### config.mk
export PLATFORM = sky130hd
export DESIGN_NAME = regfile_wb_arbiter
export DESIGN_NICKNAME = d
export VERILOG_FILES = /design/src/rtl/regfile_wb_arbiter.sv
export SDC_FILE = /design/constraint.sdc
export NUM_CORES = 1
export LEC_CHECK = 0
export CAP_MARGIN = 20
export CORE_ASPECT_RATIO = 0.9
export CORE_UTILIZATION = 33
export CTS_BUF_LIST = sky130_fd_sc_hd__clkbuf_2
export CTS_CLUSTER_SIZE = 16
export DETAILED_ROUTE_END_ITERATION = 12
export PLACE_DENSITY = 0.85
export SLEW_MARGIN = 20
export SYNTH_ARGS = -nofsm -noshare
export SYNTH_HDL_FRONTEND = slang
export SYNTH_SLANG_ARGS = --single-unit
### constraint.sdc
create_clock -name clk -period 1.7 [get_ports clk]
set_input_delay 0.255 -clock clk [delete_from_list [all_inputs] [get_ports clk]]
set_output_delay 0.255 -clock clk [all_outputs]
set_load 0.1 [all_outputs]
### src/rtl/regfile_wb_arbiter.sv
// Round-robin writeback arbiter for the two register-file producers, with a
// registered write port and a combinational bypass from that write register.
module regfile_wb_arbiter #(
    parameter int AW = 5,
    parameter int DW = 32
) (
    input  logic          clk,
    input  logic          rst,
    input  logic          v0,
    input  logic [AW-1:0] a0,
    input  logic [DW-1:0] d0,
    output logic          r0,
    input  logic          v1,
    input  logic [AW-1:0] a1,
    input  logic [DW-1:0] d1,
    output logic          r1,
    input  logic          hold,
    output logic          we,
    output logic [AW-1:0] waddr,
    output logic [DW-1:0] wdata,
    input  logic [AW-1:0] raddr1,
    input  logic [AW-1:0] raddr2,
    output logic          fwd1,
    output logic          fwd2,
    output logic [DW-1:0] fdata1,
    output logic [DW-1:0] fdata2
);

    typedef enum logic {
        PORT0 = 1'b0,
        PORT1 = 1'b1
    } port_e;

    port_e         last_q, last_d;
    logic          we_q, we_d;
    logic [AW-1:0] waddr_q, waddr_d;
    logic [DW-1:0] wdata_q, wdata_d;
    logic          gnt0, gnt1;

    // rst is folded in so readies drop the moment reset asserts, not at the next edge.
    always_comb begin
        gnt0 = 1'b0;
        gnt1 = 1'b0;
        if (!rst && !hold) begin
            gnt0 = v0 && (!v1 || last_q == PORT1);
            gnt1 = v1 && (!v0 || last_q == PORT0);
        end
    end

    always_comb begin
        last_d  = last_q;
        we_d    = 1'b0;
        waddr_d = waddr_q;
        wdata_d = wdata_q;
        if (gnt0) begin
            last_d  = PORT0;
            we_d    = (a0 != '0);
            waddr_d = a0;
            wdata_d = d0;
        end else if (gnt1) begin
            last_d  = PORT1;
            we_d    = (a1 != '0);
            waddr_d = a1;
            wdata_d = d1;
        end
    end

    always_ff @(posedge clk or posedge rst) begin
        if (rst) begin
            last_q  <= PORT1;
            we_q    <= 1'b0;
            waddr_q <= '0;
            wdata_q <= '0;
        end else begin
            last_q  <= last_d;
            we_q    <= we_d;
            waddr_q <= waddr_d;
            wdata_q <= wdata_d;
        end
    end

    assign r0     = gnt0;
    assign r1     = gnt1;
    assign we     = we_q;
    assign waddr  = waddr_q;
    assign wdata  = wdata_q;
    assign fwd1   = we_q && (raddr1 == waddr_q) && (raddr1 != '0);
    assign fwd2   = we_q && (raddr2 == waddr_q) && (raddr2 != '0);
    assign fdata1 = fwd1 ? wdata_q : '0;
    assign fdata2 = fwd2 ? wdata_q : '0;

endmodule

==> results.yml, run 1 <==
detailed_routing:
  drt_iter0_markers: 620
  ant_nets: 0
  firstDrtPassIters: 10
  met3_length_mm: 2.79
  totalWireLength_mm: 22.3
  top_layer: "met5"
  vias: 4833
  drc: 0
  wl_per_cell_um: 33.8
  via_per_inst: 7.32
  met1_length_mm: 7.07
  met2_wirelength_mm: 10.4
global_routing:
  grt_pass1_vias: 4716
  antenna_found_initial: 2
  grt_pass1_wl_mm: 29.1
  track_usage_pct: 42.5
  grt_remaining_overflow: 0
  grt_max_degree: 34
worst_setup_path:
  crit_chain: "or4_4 -> a21oi_4 -> buf_12 -> clkbuf_16 -> nor4b_4 -> buf_12"
  path_class: "flop to primary output"
  crit_top_cell: "buf_12"
  critPathSlowestCell: "or4_4"
  crit_required_ns: 1.44
  setup.worst_path.start_class: "flop"
  ff2ff_setup_slack_ns: -0.56
  cpPeakStageDelay_ns: 0.60
  end_kind: "primary output"
  crit_arrival_ns: 2.47
  worstPathMaxFanout: 6
final_layout:
  nets: 632
  final_cells: 660
  drive_gt1_share_pct: 49.3
  fin_area_sq_um: 7760
  synthToLayoutAreaGrowth_pct: 169
timing:
  fin_crit_sh_pct: 160
  setup_violations: 81
  drv_slew: 0
  rsz0062_at_grt: "yes"
  period_minus_slack_ns: 2.72
  worst_slack_ns: -1.02
  fmax_mhz: 368
  final.setup_skew_ns: 0.0140
  max_slew_margin_pct: 32.9
  hold_violations: 0
  worst_pin_slew_ns: 0.998
power:
  leakagePower_nw: 3.02
  peakVddDrop_mv: 0.775
  power_density_nw_per_um2: 1000
  p_total_w: 0.00777
clock_network:
  cts_tree: "done"
  htreeDepth: 2
  insertion_delay_ns: 0.46
  ctsLongestPathBuffers: 2
  cts-buffers-inserted: 5
  ctsHoldBuffers: 0
  clkSinkCount: 39
  cts_root_buf: "clkbuf_2"
  clk_pin_slew_worst_paths_ns: 0.25
hold_path:
  hp-class: "input pin to async pin"
floorplanning:
  die_w_um: 101
  start_util_pct: 34.9
  core-area_sq_um: 8260
  num_io_pins: 195
  die_y_um: 90.7
  core.rowCount: 31
  dieArea_sq_um: 9120
job:
  max_cap_violations: 0
outcome:
  status: "finished, violations left"
  violations: "negative setup slack"
yosys:
  synthTopCellsByArea: "dfrtp_1, nor4b_1, a31oi_1, nand4_1, nor4_1"
  synthCells: 337
  yosysTopAreaCellShare_pct: 33.0
  yosysWarnings: 0
  syn_area_per_cell_sq_um: 8.56
  synth_cell_types: 31
  synth_nets: 426
  synth_top_area_cell: "dfrtp_1"
  ys_seq_area_share_pct: 33.9
  netlist_area_sq_um: 2880
  ys_ff_latch: 39
placement:
  place_area_sq_um: 7350
  dp_slack_ns: -0.473
  dp_hpwl_mm: 12.2
  gp_congestion: 0.822
  place_inst: 637
  io_buffers: 194
-- critical path: cells and delay by family, from the launching register on --
family,cells,cell delay (ns)
AO/OA/AOI/OAI,1,0.24
AND/OR/NAND/NOR,2,0.67
flip-flops,1,0.55
buffers and inverters,3,0.54
-- worst paths after layout --
| path | start | end | cells after the start |
|---|---|---|---|
| max | waddr[0] | fdata2[7] | 6 |
| min | rst | wdata[7] | 4 |
| max reg2reg | last_q | wdata[11] | 4 |
| min reg2reg | last_q | last_q | 1 |
| max in group asynchronous | rst | last_q | 4 |
| min in group clk | d1[28] | wdata[28] | 3 |
-- cells in the mapped netlist --
| library cell | instances |
|---|---|
| nand2_1 | 2 |
| and2_1 | 1 |
| nand3_1 | 3 |
| o21a_1 | 1 |
| dfstp_2 | 1 |
| xnor2_1 | 8 |
| nor4b_1 | 64 |
| inv_1 | 7 |
| a221o_1 | 4 |
| nand4_1 | 33 |
| a31oi_1 | 33 |
| clkbuf_1 | 37 |
| o32ai_1 | 1 |
| or2_1 | 1 |
| o21ai_0 | 27 |
| nor2b_1 | 1 |
| or3_1 | 1 |
| buf_6 | 4 |
| inv_2 | 2 |
| nor3_1 | 6 |
| buf_4 | 3 |
| or4_4 | 1 |
| nor4_1 | 33 |
| o21ai_1 | 7 |
| or4_1 | 2 |
| nor2_1 | 5 |
| dfrtp_1 | 38 |
| nand2b_1 | 1 |
| a21oi_2 | 2 |
| a211o_1 | 1 |
| buf_2 | 7 |
-- cell usage in the layout (no fill, tap or decap), drive strengths merged --
| cell | count |
|---|---|
| a221o | 4 |
| dfstp | 1 |
| clkinvlp | 1 |
| and2 | 1 |
| a21oi | 2 |
| inv | 9 |
| clkinv | 1 |
| nor4 | 33 |
| or4 | 3 |
| nor3 | 6 |
| nand4 | 33 |
| o21a | 1 |
| a31oi | 33 |
| o32ai | 1 |
| nor2b | 1 |
| nand2b | 1 |
| clkbuf | 10 |
| a211o | 1 |
| clkdlybuf4s50 | 88 |
| o21ai | 34 |
| nand3 | 3 |
| or2 | 1 |
| nor2 | 5 |
| or3 | 1 |
| diode | 1 |
| nor4b | 64 |
| nand2 | 2 |
| xnor2 | 8 |
| buf | 158 |
| dfrtp | 38 |
-- report_power, final --
part	internal, W	switching (W)	total (W)	leakage (nW)
clock	0.000104	0.000390	0.000494	0.0290
sequential	0.00116	0.000460	0.00162	0.447
combinational	0.00217	0.00348	0.00565	2.55
total	0.00344	0.00433	0.00777	3.02
-- per-stage QoR --
stage	util, %	hold WS [ns]	setup TNS, ns
6_report	93.9	0.265	-66.31
5_1_grt	93.9	0.285	-68.01
4_1_cts	92.1	0.275	-54.42
3_5_place_dp	89.0	0.558	-35.36
3_3_place_gp	89.0	0.551	-30.61
2_1_floorplan	-	0.401	-59.27
-- sequential cells by signal (all words and copies together), names as in the netlist --
name	cells
last_q	1
wdata	32
we	1
waddr	5
-- repair_timing --
action                     CTS  global route
setup buffers                4             2
setup endpoints to repair   68            70
pin swaps                    8            34
gates cloned                 4             4
gates resized for setup     16            22
-- layout make-up --
type,instances,area (sq um)
antenna,1,2.50
clock buffer,6,30.0
clock inverter,2,12.5
fill,207,500
inverter,9,36.3
multi-input combinational,238,2780
sequential,39,1000
tap,115,144
timing repair buffer,250,3760
-- layer usage --
metal  vias up  global-route usage, %
li1       1779                      -
met1      2305                   47.9
met2       559                   72.0
met3       186                   9.44
met4         4                   26.4
met5         -                      0
-- cell families (layout without fill, tap and decap cells) --
kind of cell	count (synthesis)	in the layout	synth area share [%]
compound gates	76	76	15.9
simple gates	154	154	38.2
other cells	0	1	0
buf+inv	60	267	9.54
xor+xnor	8	8	2.43
flops	39	39	33.9
(Power assumes the default switching activity.)
==> inputs of run 2 (changes only) <==
SKIP_CTS_REPAIR_TIMING = 1   (was unset)
==> results.yml, run 2 (same netlist as run 1, synthesis figures left out) <==
outcome:
  status: "finished, violations left"
  violations: "negative setup slack"
detailed_routing:
  ant_nets: 0
  via_per_inst: 7.36
  drt_iter0_markers: 819
  vias: 4850
  wl_per_cell_um: 33.2
  totalWireLength_mm: 21.9
  drc: 0
  firstDrtPassIters: 6
worst_setup_path:
  end_kind: "primary output"
  crit_arrival_ns: 2.57
  path_buf_inv: 3
  crit_chain: "buf_4 -> xnor2_2 -> nand3_4 -> buf_12 -> nor4b_4 -> buf_12"
  worstPathMaxFanout: 23
  cpPeakStageDelay_ns: 0.58
  reg2reg_to: "wdata[3]"
  critPathSlowestCell: "nor4b_4"
  crit_top_cell: "buf_12"
  setup.worst_path.start_class: "flop"
  r2r_cells: 4
  worstReg2RegStart: "last_q"
  ff2ff_setup_slack_ns: -0.16
  path_class: "flop to primary output"
  crit_family: "simple AND/OR/NAND/NOR gates"
  crit_required_ns: 1.44
clock_network:
  htreeDepth: 2
  insertion_delay_ns: 0.43
  clkSinkCount: 39
  cts_tree: "done"
  clk_pin_slew_worst_paths_ns: 0.25
  cts-buffers-inserted: 5
  ctsLongestPathBuffers: 2
  cts_root_buf: "clkbuf_2"
final_layout:
  fin_area_sq_um: 7790
  largest_register_ffs: 32
  nets: 632
  drive_gt1_share_pct: 48.9
  fin_util_pct: 94.3
  final_cells: 659
  final_common_cell: "buf_12"
  final_cell_mix: "buf_12, clkdlybuf4s50_1, nor4b_4"
  synthToLayoutAreaGrowth_pct: 170
  diodes: 0
global_routing:
  grt_remaining_overflow: 0
  antenna_found_initial: 1
  grt_max_degree: 34
  grt-busiest-layer: "met2"
  grt_pass1_vias: 4391
  met3_usage_pct: 7.35
  track_usage_pct: 36.5
  grt_pass1_wl_mm: 25.6
  grt_use_met1_pct: 42.0
  use_met2_pct: 65.4
power:
  p_total_w: 0.00768
  leakagePower_nw: 3.03
  peakVddDrop_mv: 0.710
  power_density_nw_per_um2: 987
floorplanning:
  core-area_sq_um: 8260
  start_util_pct: 34.9
  dieArea_sq_um: 9120
  die_w_um: 101
  num_io_pins: 195
  die_y_um: 90.7
  core.rowCount: 31
timing:
  period_minus_slack_ns: 2.83
  final.setup_skew_ns: 0.0211
  worst_pin_slew_ns: 0.707
  hold_violations: 0
  fin_crit_sh_pct: 166
  rsz0062_at_grt: "yes"
  max_slew_margin_pct: 52.4
  fmax_mhz: 354
  worst_slack_ns: -1.13
  setup_tns_ns: -60.24
  setup_violations: 71
  drv_slew: 0
job:
  max_cap_violations: 0
placement:
  place_inst: 637
  dp_hpwl_mm: 12.2
  io_buffers: 194
  gp_congestion: 0.822
  place_area_sq_um: 7350
hold_path:
  hp-class: "input pin to async pin"
==> run 2: cell types whose count changed in the layout (fill, tap and decap cells not counted) <==
cell and change:
nor4_1 +1, buf_4 -2, diode_2 -1, o21ai_0 +14, buf_12 +3, o21ai_1 -14
buf_16 -4, xnor2_4 +3, nor4_2 -1, o32ai_1 +1, xnor2_2 -3, o32ai_2 -1
clkbuf_16 +3
==> run 2: report_power, final <==
| group | internal, W | leakage (nW) | switching (W) | total (W) |
|---|---|---|---|---|
| clock | 0.000105 | 0.0290 | 0.000374 | 0.000479 |
| sequential | 0.00116 | 0.447 | 0.000442 | 0.00161 |
| combinational | 0.00217 | 2.56 | 0.00343 | 0.00560 |
| total | 0.00344 | 3.03 | 0.00424 | 0.00768 |
==> run 2: final cells by class <==
| cell class | count | area (sq um) |
|---|---|---|
| sequential | 39 | 1000 |
| multi-input combinational | 238 | 2800 |
| tap | 115 | 144 |
| fill | 201 | 473 |
| inverter | 9 | 36.3 |
| clock buffer | 6 | 30.0 |
| clock inverter | 2 | 12.5 |
| timing repair buffer | 250 | 3770 |
==> run 2: metal layers <==
| layer | wire length (um) | part of all wire (%) |
|---|---|---|
| met1 | 6920 | 32 |
| met2 | 10100 | 46 |
| met3 | 2820 | 13 |
| met4 | 2000 | 9.1 |
| met5 | 0 | 0 |
==> run 2: worst max-delay path by stage <==
stage                    from    endpoint  slack (ns)  cells after the start
floorplan            waddr[2]  fdata2[12]       -0.94                      4
global placement    raddr2[2]  fdata2[22]       -0.40                      6
detailed placement  raddr1[0]  fdata1[17]       -0.47                      6
CTS                  waddr[0]  fdata2[15]       -0.88                      5
global route         waddr[1]   fdata1[8]       -1.12                      6
finish               waddr[0]   fdata1[8]       -1.13                      6
==> run 2: worst register-to-register path, stage by stage, from the launching register on <==
cell     delay (ns)
dfstp_2        0.45
a211o_4        0.38
buf_12         0.18
o21ai_0        0.55
a31oi_1        0.20
==> run 2: through the flow <==
step / worst slack (ns) / hold WS [ns]
floorplan: -0.939 / 0.401
global placement: -0.404 / 0.551
detailed placement: -0.473 / 0.558
CTS: -0.877 / 0.271
global route: -1.12 / 0.391
finish: -1.13 / 0.387
